--- config.mk ---
export PLATFORM = sky130hd
export DESIGN_NAME = control_pipe_flat
export DESIGN_NICKNAME = d
export VERILOG_FILES = /design/src/rtl/control_pipe_if.sv /design/src/rtl/control_pipe.sv /design/src/flat_wrapper.sv
export SDC_FILE = /design/constraint.sdc
export NUM_CORES = 1
export LEC_CHECK = 0
export BUFFER_PORTS_ARGS = -buffer_cell sky130_fd_sc_hd__clkbuf_2
export CAP_MARGIN = 20
export CORE_MARGIN = 3
export CORE_UTILIZATION = 52
export DETAILED_ROUTE_END_ITERATION = 10
export GPL_ROUTABILITY_DRIVEN = 0
export PLACE_DENSITY_LB_ADDON = 0.1
export REMOVE_ABC_BUFFERS = 1
export SETUP_SLACK_MARGIN = 0.1
export SLEW_MARGIN = 10
export SYNTH_ARGS = -nofsm -noshare
export SYNTH_HDL_FRONTEND = slang
export SYNTH_SLANG_ARGS = --single-unit
--- constraint.sdc ---
create_clock -name clk -period 3.22 [get_ports clk]
set_input_delay 0.161 -clock clk [delete_from_list [all_inputs] [get_ports clk]]
set_output_delay 0.161 -clock clk [all_outputs]
set_load 0.02 [all_outputs]
--- src/rtl/control_pipe_if.sv ---
// Issue slot, memory handshake and per-stage control outputs of the control pipe.
interface control_pipe_if #(
  parameter int RAW = 4
);
  logic           in_valid;
  logic [3:0]     in_opcode;
  logic [RAW-1:0] in_rd;
  logic [RAW-1:0] in_ra;
  logic [RAW-1:0] in_rb;
  logic           issue_ready;
  logic           re_a;
  logic           re_b;
  logic           cmp_flag;
  logic           mem_ready;
  logic [1:0]     ex_sel_b;
  logic [3:0]     ex_alu_ctrl;
  logic           ex_cmp_en;
  logic           branch_taken;
  logic           mem_we;
  logic           mem_re;
  logic [1:0]     wb_sel_data;
  logic           wb_reg_we;
  logic [RAW-1:0] wb_rd;

  modport master (
    output in_valid, in_opcode, in_rd, in_ra, in_rb, cmp_flag, mem_ready,
    input  issue_ready, re_a, re_b, ex_sel_b, ex_alu_ctrl, ex_cmp_en,
           branch_taken, mem_we, mem_re, wb_sel_data, wb_reg_we, wb_rd
  );

  modport slave (
    input  in_valid, in_opcode, in_rd, in_ra, in_rb, cmp_flag, mem_ready,
    output issue_ready, re_a, re_b, ex_sel_b, ex_alu_ctrl, ex_cmp_en,
           branch_taken, mem_we, mem_re, wb_sel_data, wb_reg_we, wb_rd
  );
endinterface

--- src/rtl/control_pipe.sv ---
// Pipelined opcode decoder: decodes at issue and carries the control bundle
// through EX, MEM and WB with load-use stall, memory freeze and branch squash.
module control_pipe #(
  parameter int RAW         = 4,
  parameter int FLUSH_SLOTS = 2,
  parameter bit HAZARD_EN   = 1'b1
) (
  input  logic          clk,
  input  logic          rst,
  control_pipe_if.slave bus
);

  localparam logic [3:0] OP_NOT = 4'b0110;
  localparam logic [3:0] OP_CMP = 4'b1000;
  localparam logic [3:0] OP_MOV = 4'b1011;
  localparam logic [3:0] OP_LD  = 4'b1100;
  localparam logic [3:0] OP_ST  = 4'b1101;
  localparam logic [3:0] OP_BT  = 4'b1110;
  localparam logic [2:0] FLUSH_LOAD = 3'(FLUSH_SLOTS);

  typedef struct packed {
    logic [1:0]     sel_b;
    logic [3:0]     alu_ctrl;
    logic           cmp_en;
    logic           is_bt;
    logic           mem_we;
    logic           mem_re;
    logic [1:0]     sel_data;
    logic           reg_we;
    logic [RAW-1:0] rd;
  } ex_ctrl_t;

  typedef struct packed {
    logic           mem_we;
    logic           mem_re;
    logic [1:0]     sel_data;
    logic           reg_we;
    logic [RAW-1:0] rd;
  } mem_ctrl_t;

  typedef struct packed {
    logic [1:0]     sel_data;
    logic           reg_we;
    logic [RAW-1:0] rd;
  } wb_ctrl_t;

  ex_ctrl_t  dec;
  logic      dec_re_a;
  logic      dec_re_b;
  ex_ctrl_t  ex_b;
  mem_ctrl_t mem_b;
  wb_ctrl_t  wb_b;
  logic      ex_v, mem_v, wb_v;
  logic      ex_q, mem_q, wb_q;
  logic [2:0] squash_cnt;
  logic [2:0] cnt_eff;
  logic      squash_in;
  logic      freeze;
  logic      ld_hit;
  logic      loaduse;
  logic      accept;

  // Decode the issuing opcode into the EX bundle and the register read enables.
  always_comb begin
    dec      = '0;
    dec_re_a = 1'b1;
    dec_re_b = 1'b1;
    dec.rd   = bus.in_rd;
    if (!bus.in_opcode[3]) begin
      dec.alu_ctrl = bus.in_opcode;
      dec.reg_we   = 1'b1;
      if (bus.in_opcode == OP_NOT) dec_re_b = 1'b0;
    end else begin
      case (bus.in_opcode)
        OP_CMP: begin
          dec.alu_ctrl = 4'b0001;
          dec.cmp_en   = 1'b1;
        end
        OP_MOV: begin
          dec.sel_data = 2'd1;
          dec.reg_we   = 1'b1;
          dec_re_a     = 1'b0;
          dec_re_b     = 1'b0;
        end
        OP_LD: begin
          dec.sel_b    = 2'd1;
          dec.sel_data = 2'd2;
          dec.reg_we   = 1'b1;
          dec.mem_re   = 1'b1;
          dec_re_b     = 1'b0;
        end
        OP_ST: begin
          dec.sel_b  = 2'd2;
          dec.mem_we = 1'b1;
        end
        OP_BT: begin
          dec.is_bt = 1'b1;
          dec_re_a  = 1'b0;
          dec_re_b  = 1'b0;
        end
        default: begin
          dec_re_a = 1'b0;
          dec_re_b = 1'b0;
        end
      endcase
    end
  end

  assign ex_q  = ex_v  & ~rst;
  assign mem_q = mem_v & ~rst;
  assign wb_q  = wb_v  & ~rst;

  assign freeze  = mem_q & (mem_b.mem_we | mem_b.mem_re) & ~bus.mem_ready;
  assign ld_hit  = ex_q & ex_b.mem_re &
                   ((dec_re_a & (ex_b.rd == bus.in_ra)) | (dec_re_b & (ex_b.rd == bus.in_rb)));
  assign loaduse = HAZARD_EN & bus.in_valid & ld_hit;

  assign bus.branch_taken = ex_q & ex_b.is_bt & bus.cmp_flag & ~freeze;
  assign bus.issue_ready  = ~rst & ~freeze & ~loaduse;
  assign accept           = bus.in_valid & bus.issue_ready;

  // A taken branch squashes the instruction accepted on its own edge as well.
  assign cnt_eff   = bus.branch_taken ? FLUSH_LOAD : squash_cnt;
  assign squash_in = cnt_eff != 3'd0;

  // Stage valid bits and squash counter; a freeze holds everything in place.
  always_ff @(posedge clk) begin
    if (rst) begin
      ex_v       <= 1'b0;
      mem_v      <= 1'b0;
      wb_v       <= 1'b0;
      squash_cnt <= 3'd0;
    end else if (!freeze) begin
      ex_v       <= accept & ~squash_in;
      mem_v      <= ex_v;
      wb_v       <= mem_v;
      squash_cnt <= (accept && squash_in) ? cnt_eff - 3'd1 : cnt_eff;
    end
  end

  // Control bundles shift alongside the valid bits; outputs are valid-qualified.
  always_ff @(posedge clk) begin
    if (!freeze) begin
      ex_b  <= dec;
      mem_b <= '{ex_b.mem_we, ex_b.mem_re, ex_b.sel_data, ex_b.reg_we, ex_b.rd};
      wb_b  <= '{mem_b.sel_data, mem_b.reg_we, mem_b.rd};
    end
  end

  assign bus.re_a        = dec_re_a;
  assign bus.re_b        = dec_re_b;
  assign bus.ex_sel_b    = ex_b.sel_b & {2{ex_q}};
  assign bus.ex_alu_ctrl = ex_b.alu_ctrl & {4{ex_q}};
  assign bus.ex_cmp_en   = ex_b.cmp_en & ex_q;
  assign bus.mem_we      = mem_b.mem_we & mem_q;
  assign bus.mem_re      = mem_b.mem_re & mem_q;
  assign bus.wb_sel_data = wb_b.sel_data & {2{wb_q}};
  assign bus.wb_reg_we   = wb_b.reg_we & wb_q;
  assign bus.wb_rd       = wb_b.rd & {RAW{wb_q}};

endmodule

--- src/flat_wrapper.sv ---
// flat-port wrapper written by rule: the top's interface ports become plain ports
module control_pipe_flat 
#(
  parameter int RAW         = 4,
  parameter int FLUSH_SLOTS = 2,
  parameter bit HAZARD_EN   = 1'b1
)
  (clk, rst, bus_in_valid, bus_in_opcode, bus_in_rd, bus_in_ra, bus_in_rb, bus_cmp_flag, bus_mem_ready, bus_issue_ready, bus_re_a, bus_re_b, bus_ex_sel_b, bus_ex_alu_ctrl, bus_ex_cmp_en, bus_branch_taken, bus_mem_we, bus_mem_re, bus_wb_sel_data, bus_wb_reg_we, bus_wb_rd);
  control_pipe_if #(.RAW(RAW)) bus_i ();
  input  logic clk;
  input  logic rst;
  input wire logic [$bits(bus_i.in_valid)-1:0] bus_in_valid;
  input wire logic [$bits(bus_i.in_opcode)-1:0] bus_in_opcode;
  input wire logic [$bits(bus_i.in_rd)-1:0] bus_in_rd;
  input wire logic [$bits(bus_i.in_ra)-1:0] bus_in_ra;
  input wire logic [$bits(bus_i.in_rb)-1:0] bus_in_rb;
  input wire logic [$bits(bus_i.cmp_flag)-1:0] bus_cmp_flag;
  input wire logic [$bits(bus_i.mem_ready)-1:0] bus_mem_ready;
  output wire logic [$bits(bus_i.issue_ready)-1:0] bus_issue_ready;
  output wire logic [$bits(bus_i.re_a)-1:0] bus_re_a;
  output wire logic [$bits(bus_i.re_b)-1:0] bus_re_b;
  output wire logic [$bits(bus_i.ex_sel_b)-1:0] bus_ex_sel_b;
  output wire logic [$bits(bus_i.ex_alu_ctrl)-1:0] bus_ex_alu_ctrl;
  output wire logic [$bits(bus_i.ex_cmp_en)-1:0] bus_ex_cmp_en;
  output wire logic [$bits(bus_i.branch_taken)-1:0] bus_branch_taken;
  output wire logic [$bits(bus_i.mem_we)-1:0] bus_mem_we;
  output wire logic [$bits(bus_i.mem_re)-1:0] bus_mem_re;
  output wire logic [$bits(bus_i.wb_sel_data)-1:0] bus_wb_sel_data;
  output wire logic [$bits(bus_i.wb_reg_we)-1:0] bus_wb_reg_we;
  output wire logic [$bits(bus_i.wb_rd)-1:0] bus_wb_rd;
  assign bus_i.in_valid = bus_in_valid;
  assign bus_i.in_opcode = bus_in_opcode;
  assign bus_i.in_rd = bus_in_rd;
  assign bus_i.in_ra = bus_in_ra;
  assign bus_i.in_rb = bus_in_rb;
  assign bus_i.cmp_flag = bus_cmp_flag;
  assign bus_i.mem_ready = bus_mem_ready;
  assign bus_issue_ready = bus_i.issue_ready;
  assign bus_re_a = bus_i.re_a;
  assign bus_re_b = bus_i.re_b;
  assign bus_ex_sel_b = bus_i.ex_sel_b;
  assign bus_ex_alu_ctrl = bus_i.ex_alu_ctrl;
  assign bus_ex_cmp_en = bus_i.ex_cmp_en;
  assign bus_branch_taken = bus_i.branch_taken;
  assign bus_mem_we = bus_i.mem_we;
  assign bus_mem_re = bus_i.mem_re;
  assign bus_wb_sel_data = bus_i.wb_sel_data;
  assign bus_wb_reg_we = bus_i.wb_reg_we;
  assign bus_wb_rd = bus_i.wb_rd;
  control_pipe #(.RAW(RAW), .FLUSH_SLOTS(FLUSH_SLOTS), .HAZARD_EN(HAZARD_EN)) u_core (.clk(clk), .rst(rst), .bus(bus_i));
endmodule
# Yosys cells after proc, flatten, opt, wreduce, memory -nomap -nowiden
# Index checks and enable logic that the tools add are counted.
# totals
register_bits	39
input_bits	21
output_inout_bits	20
elab_cells	81
# op_classes
addsub	1
eq_ne	8
mux	14
bitwise_logic	32
reduce_logical	4
# op_table
cell	count
$and A1 B1 Y1	21
$eq A4 B4 Y1 const B	5
$mux W3	3
$and A4 B4 Y4	2
$eq A4 B4 Y1	2
$mux W1	8
$pmux W3 S2	1
$not A1 Y1	5
$and A2 B2 Y2	2
$eq A4 B3 Y1 const B	1
$pmux W2 S2	1
$reduce_bool A3 Y1	1
$reduce_or A3 Y1	1
$sub A3 B1 Y3 const B	1
$mux W2	1
$or A1 B1 Y1	2
$reduce_or A2 Y1	1
$logic_and A1 B1 Y1	1

# Logic depth before layout (Yosys ltp)
# logic_depth
ltp_word	13
depth_mapped	12
mapped_depth_nobuf	11

# Least setup slack after synthesis
# No wires, ideal clock.
# synth_timing
path_type	register to register
startpoint	reg u_core.mem_b[6] (netlist name)
endpoint	reg u_core.squash_cnt[1]
setup_ps	118
arrival_time_ps	2369
slack_ps	733
path_stages_with_launch	11
path_buffers	0
cell_sequence	edfxtp_1 -> nor2_1 -> nor3_2 -> inv_2 -> nand2b_2 -> inv_1 -> nor2_1 -> ha_1 -> ha_1 -> or4_4 -> mux2i_1
# synth_rtl
item	line_no	source
end signal: assignment	control_pipe.sv:137	squash_cnt <= (accept && squash_in) ? cnt_eff - 3'd1 : cnt_eff;
end: declaration	control_pipe.sv:55	logic [2:0] squash_cnt;

# Worst setup path after layout
# layout_timing
startpoint	reg u_core.mem_v
endpoint	reg u_core.ex_v
# layout_via
elab_chain_cells	9
elab_cells_between_ends	12
classes_between	1 x mux; 10 x bitwise; 1 x reduce/logical
# layout_rtl
item	line_no	source
start: declaration	control_pipe.sv:53	logic ex_v, mem_v, wb_v;
start signal: assignment	control_pipe.sv:135	mem_v <= ex_v;
$and A1 B1 Y1 *	control_pipe.sv:110	assign mem_q = mem_v & ~rst;
$and A1 B1 Y1 * (2 in a row)	control_pipe.sv:113	assign freeze = mem_q & (mem_b.mem_we | mem_b.mem_re) & ~bus.mem_ready;
$not A1 Y1	control_pipe.sv:118, control_pipe.sv:119	
$and A1 B1 Y1	control_pipe.sv:118	assign bus.branch_taken = ex_q & ex_b.is_bt & bus.cmp_flag & ~freeze;
$mux W3	control_pipe.sv:123	assign cnt_eff = bus.branch_taken ? FLUSH_LOAD : squash_cnt;
$reduce_bool A3 Y1	control_pipe.sv:124	assign squash_in = cnt_eff != 3'd0;
$not A1 Y1	control_pipe.sv:134	ex_v <= accept & ~squash_in;
$and A1 B1 Y1	control_pipe.sv:134	
end signal: assignment	control_pipe.sv:134	
end: declaration	control_pipe.sv:53	
# Every way passes the cells marked *; elsewhere a longest branch is shown, timed or not.
# A chain may end at the register's enable or synchronous reset.

==> impl_metrics.tcl <==
set metrics [dict create \
    outcome "complete, no violations" \
    ios 41 \
    design_area_um2 1880 \
    cp_slowest_cell "or3_2" \
    path_clk_slew_ns 0.10 \
    cts_buffers 5 \
    coreArea_um2 2830 \
    worst_setup_path_end_kind "register" \
    clock_path_buffers 2 \
    hold_violations 0 \
    synthTopCellsByArea "edfxtp_1 55%, dfxtp_1 7.5%, and2_1 5.5%" \
    vdd_drop_max_uv 300 \
    areaGrowthSynthToFinish_pct 17.7 \
    setup_viol 0 \
    clk_latency_ns 0.32 \
    layout-drive-gt1-share_pct 37.1 \
    clkSinkCount 35 \
    syn_avg_cell_area_um2 13.2 \
    rr_worst_depth 11 \
    cts_setup_buffers 0 \
    cp_data_required_time_ns 3.47 \
    drv_cap 0 \
    synth.distinct_cells 36 \
    holdCritPathClass "in -> reg" \
    fp.dieH_um 61.4 \
    min_period_ns 2.25 \
    drt_iter0_drc 80 \
    die_area_um2 3770 \
    power_density_nw_per_um2 500 \
    via_per_inst 5.17 \
    ant_nets 0 \
    dp_hpwl_um 1880 \
    r2r_slack_ns 0.97 \
    drv_slew 0 \
    antenna_cells 0 \
    netlist.area_leader.share_pct 54.6 \
    crit_start "u_core.mem_v" \
    initial_core_util_pct 56.3 \
    netlist_area_um2 1590 \
    drtPass1Iterations 4 \
    ys_seq_area_share_pct 62.2 \
    grt.total_usage_pct 16.2 \
    cts_max_level 2 \
    rsz0062_at_grt "no" \
    utilization_pct 66.3 \
    cp_max_fo 4 \
    instances_no_fill 198 \
    crit_arrival_ns 2.50 \
    fin_crit_sh_pct 69.9 \
    fillers 225 \
    p_leak_nw 0.859 \
    path_class "reg -> reg" \
    ys_seq_elements 35 \
    root_buffer "clkbuf_4" \
    grt_pass1_wl_um 4310 \
    dpl.cell_count 189 \
    postSynth.topFlopCell "edfxtp_1" \
    max_freq_mhz 445 \
    final_nets 191 \
    synth_edf_count 29 \
    finalClockSkew_ns 0.0137 \
    slowest_delay_ns 0.48 \
    endpoint "u_core.ex_v" \
    rr_startpoint "u_core.mem_v" \
    syn_inst 121 \
    final.setup.tns_ns 0 \
    r2r_end "u_core.ex_v" \
    dr_total_vias 1024 \
    crit_path_start_kind "register" \
    avgRoutedWirePerCell_um 13.4 \
    portBuffers 39 \
    yosys.area.top_type "edfxtp_1" \
    route.detailed.drc 0 \
    row_count 19 \
    grt_max_degree 32 \
    synth.most_common_cell "edfxtp_1" \
    cts_resized 0 \
    synth_warnings 0 \
    grt.overflow.total 0 \
    place_area_um2 1810 \
    wl_um 2650 \
    crit_path_cell_trace "nand2b_4 > nor3_2 > inv_2 > nand2b_2 > inv_1 > nor2_1 > ha_1 > ha_1 > inv_1 > or3_2 > a21oi_1" \
    async_reset_ff_share_pct 0 \
    postCtsHoldBufs 3 \
    fp.dieW_um 61.4 \
    synthTopCellsByCount "29 x edfxtp_1, 14 x and2_1, 9 x nor2_1" \
    grt_pass1_vias 976 \
    cts_tree "built" \
    grt_antenna_before_repair 0 \
]
[registers in the layout (all words and copies together) (netlist names)]
signal,count
u_core.mem_b,8
u_core.mem_v,1
u_core.ex_v,1
u_core.wb_b,7
u_core.squash_cnt,3
u_core.wb_v,1
u_core.ex_b,14
[layer usage]
metal	track usage, %	vias up	share of wire, %	wire [µm]
met5	0	-	0	0
met4	8.79	0	2.1	56
met3	6.29	8	7.5	198
met2	26.1	35	47	1240
met1	18.5	470	44	1150
li1	-	511	-	-
[area by class of cell]
cell class,instances,area (µm²),share of cell area (%)
Sequential cell,35,991,52.8
Tap cell,31,38.8,2.07
Timing Repair Buffer,43,233,12.4
Inverter,5,18.8,1.00
Clock buffer,6,41.3,2.20
Multi-Input combinational cell,78,554,29.5
[how the worst min path moves through the flow]
stage,slack [ns],end,start,cells past startpoint
finish,0.01,u_core.ex_b[1],bus_in_rd[1],1
global route,0.005,u_core.ex_b[1],bus_in_rd[1],1
CTS,0.002,u_core.ex_b[1],bus_in_rd[1],1
detailed placement,0.34,u_core.ex_b[3],bus_in_rd[3],1
global placement,0.34,u_core.ex_b[3],bus_in_rd[3],1
floorplan,0.23,u_core.ex_v,rst,1
[kinds of logic (layout without fill, tap and decap cells)]
| kind of cell | count (synthesis) | after routing | share of synthesized area (%) |
|---|---|---|---|
| other cells | 1 | 1 | 0.235 |
| compound gates | 8 | 8 | 4.79 |
| xor+xnor | 8 | 8 | 4.40 |
| fa+ha+maj | 2 | 2 | 1.57 |
| simple gates | 56 | 56 | 21.6 |
| buf+inv | 8 | 54 | 3.06 |
| flops | 35 | 35 | 62.2 |
| mux | 3 | 3 | 2.20 |
[report_power, final]
group | internal (mW) | leakage (nW) | switching [mW]
clock | 0.0776 | 0.0242 | 0.126
combinational | 0.0932 | 0.461 | 0.0937
sequential | 0.531 | 0.375 | 0.0179
total | 0.702 | 0.859 | 0.238
[cell usage in the layout, fill, tap and decap left out, types with 3 or more instances in the layout]
cell type / netlist / layout
dfxtp_1: 6 / 6
and2_1: 14 / 14
clkbuf_2: 0 / 39
nand2_1: 7 / 7
xor2_1: 6 / 6
nor3_1: 4 / 4
dlygate4sd3_1: 0 / 3
edfxtp_1: 29 / 29
clkbuf_4: 0 / 5
nor2b_1: 5 / 5
or2_2: 3 / 3
nor2_1: 9 / 9
inv_1: 4 / 4
[worst max-delay path: cells and delay by family, from the launching register on]
family | cells | cell delay [ns]
compound gates | 1 | 0.16
fa+ha+maj | 2 | 0.38
buf+inv | 3 | 0.18
flops | 1 | 0.38
simple gates | 5 | 1.07
[stage by stage]
step,setup WS [ns],power [mW],hold slack (ns)
floorplan,0.733,0.688,0.230
global placement,1.04,0.727,0.338
detailed placement,0.897,0.742,0.341
CTS,0.984,0.947,0.00157
global route,0.753,0.983,0.00483
finish,0.971,0.939,0.0138
(Power assumes the default switching activity.)
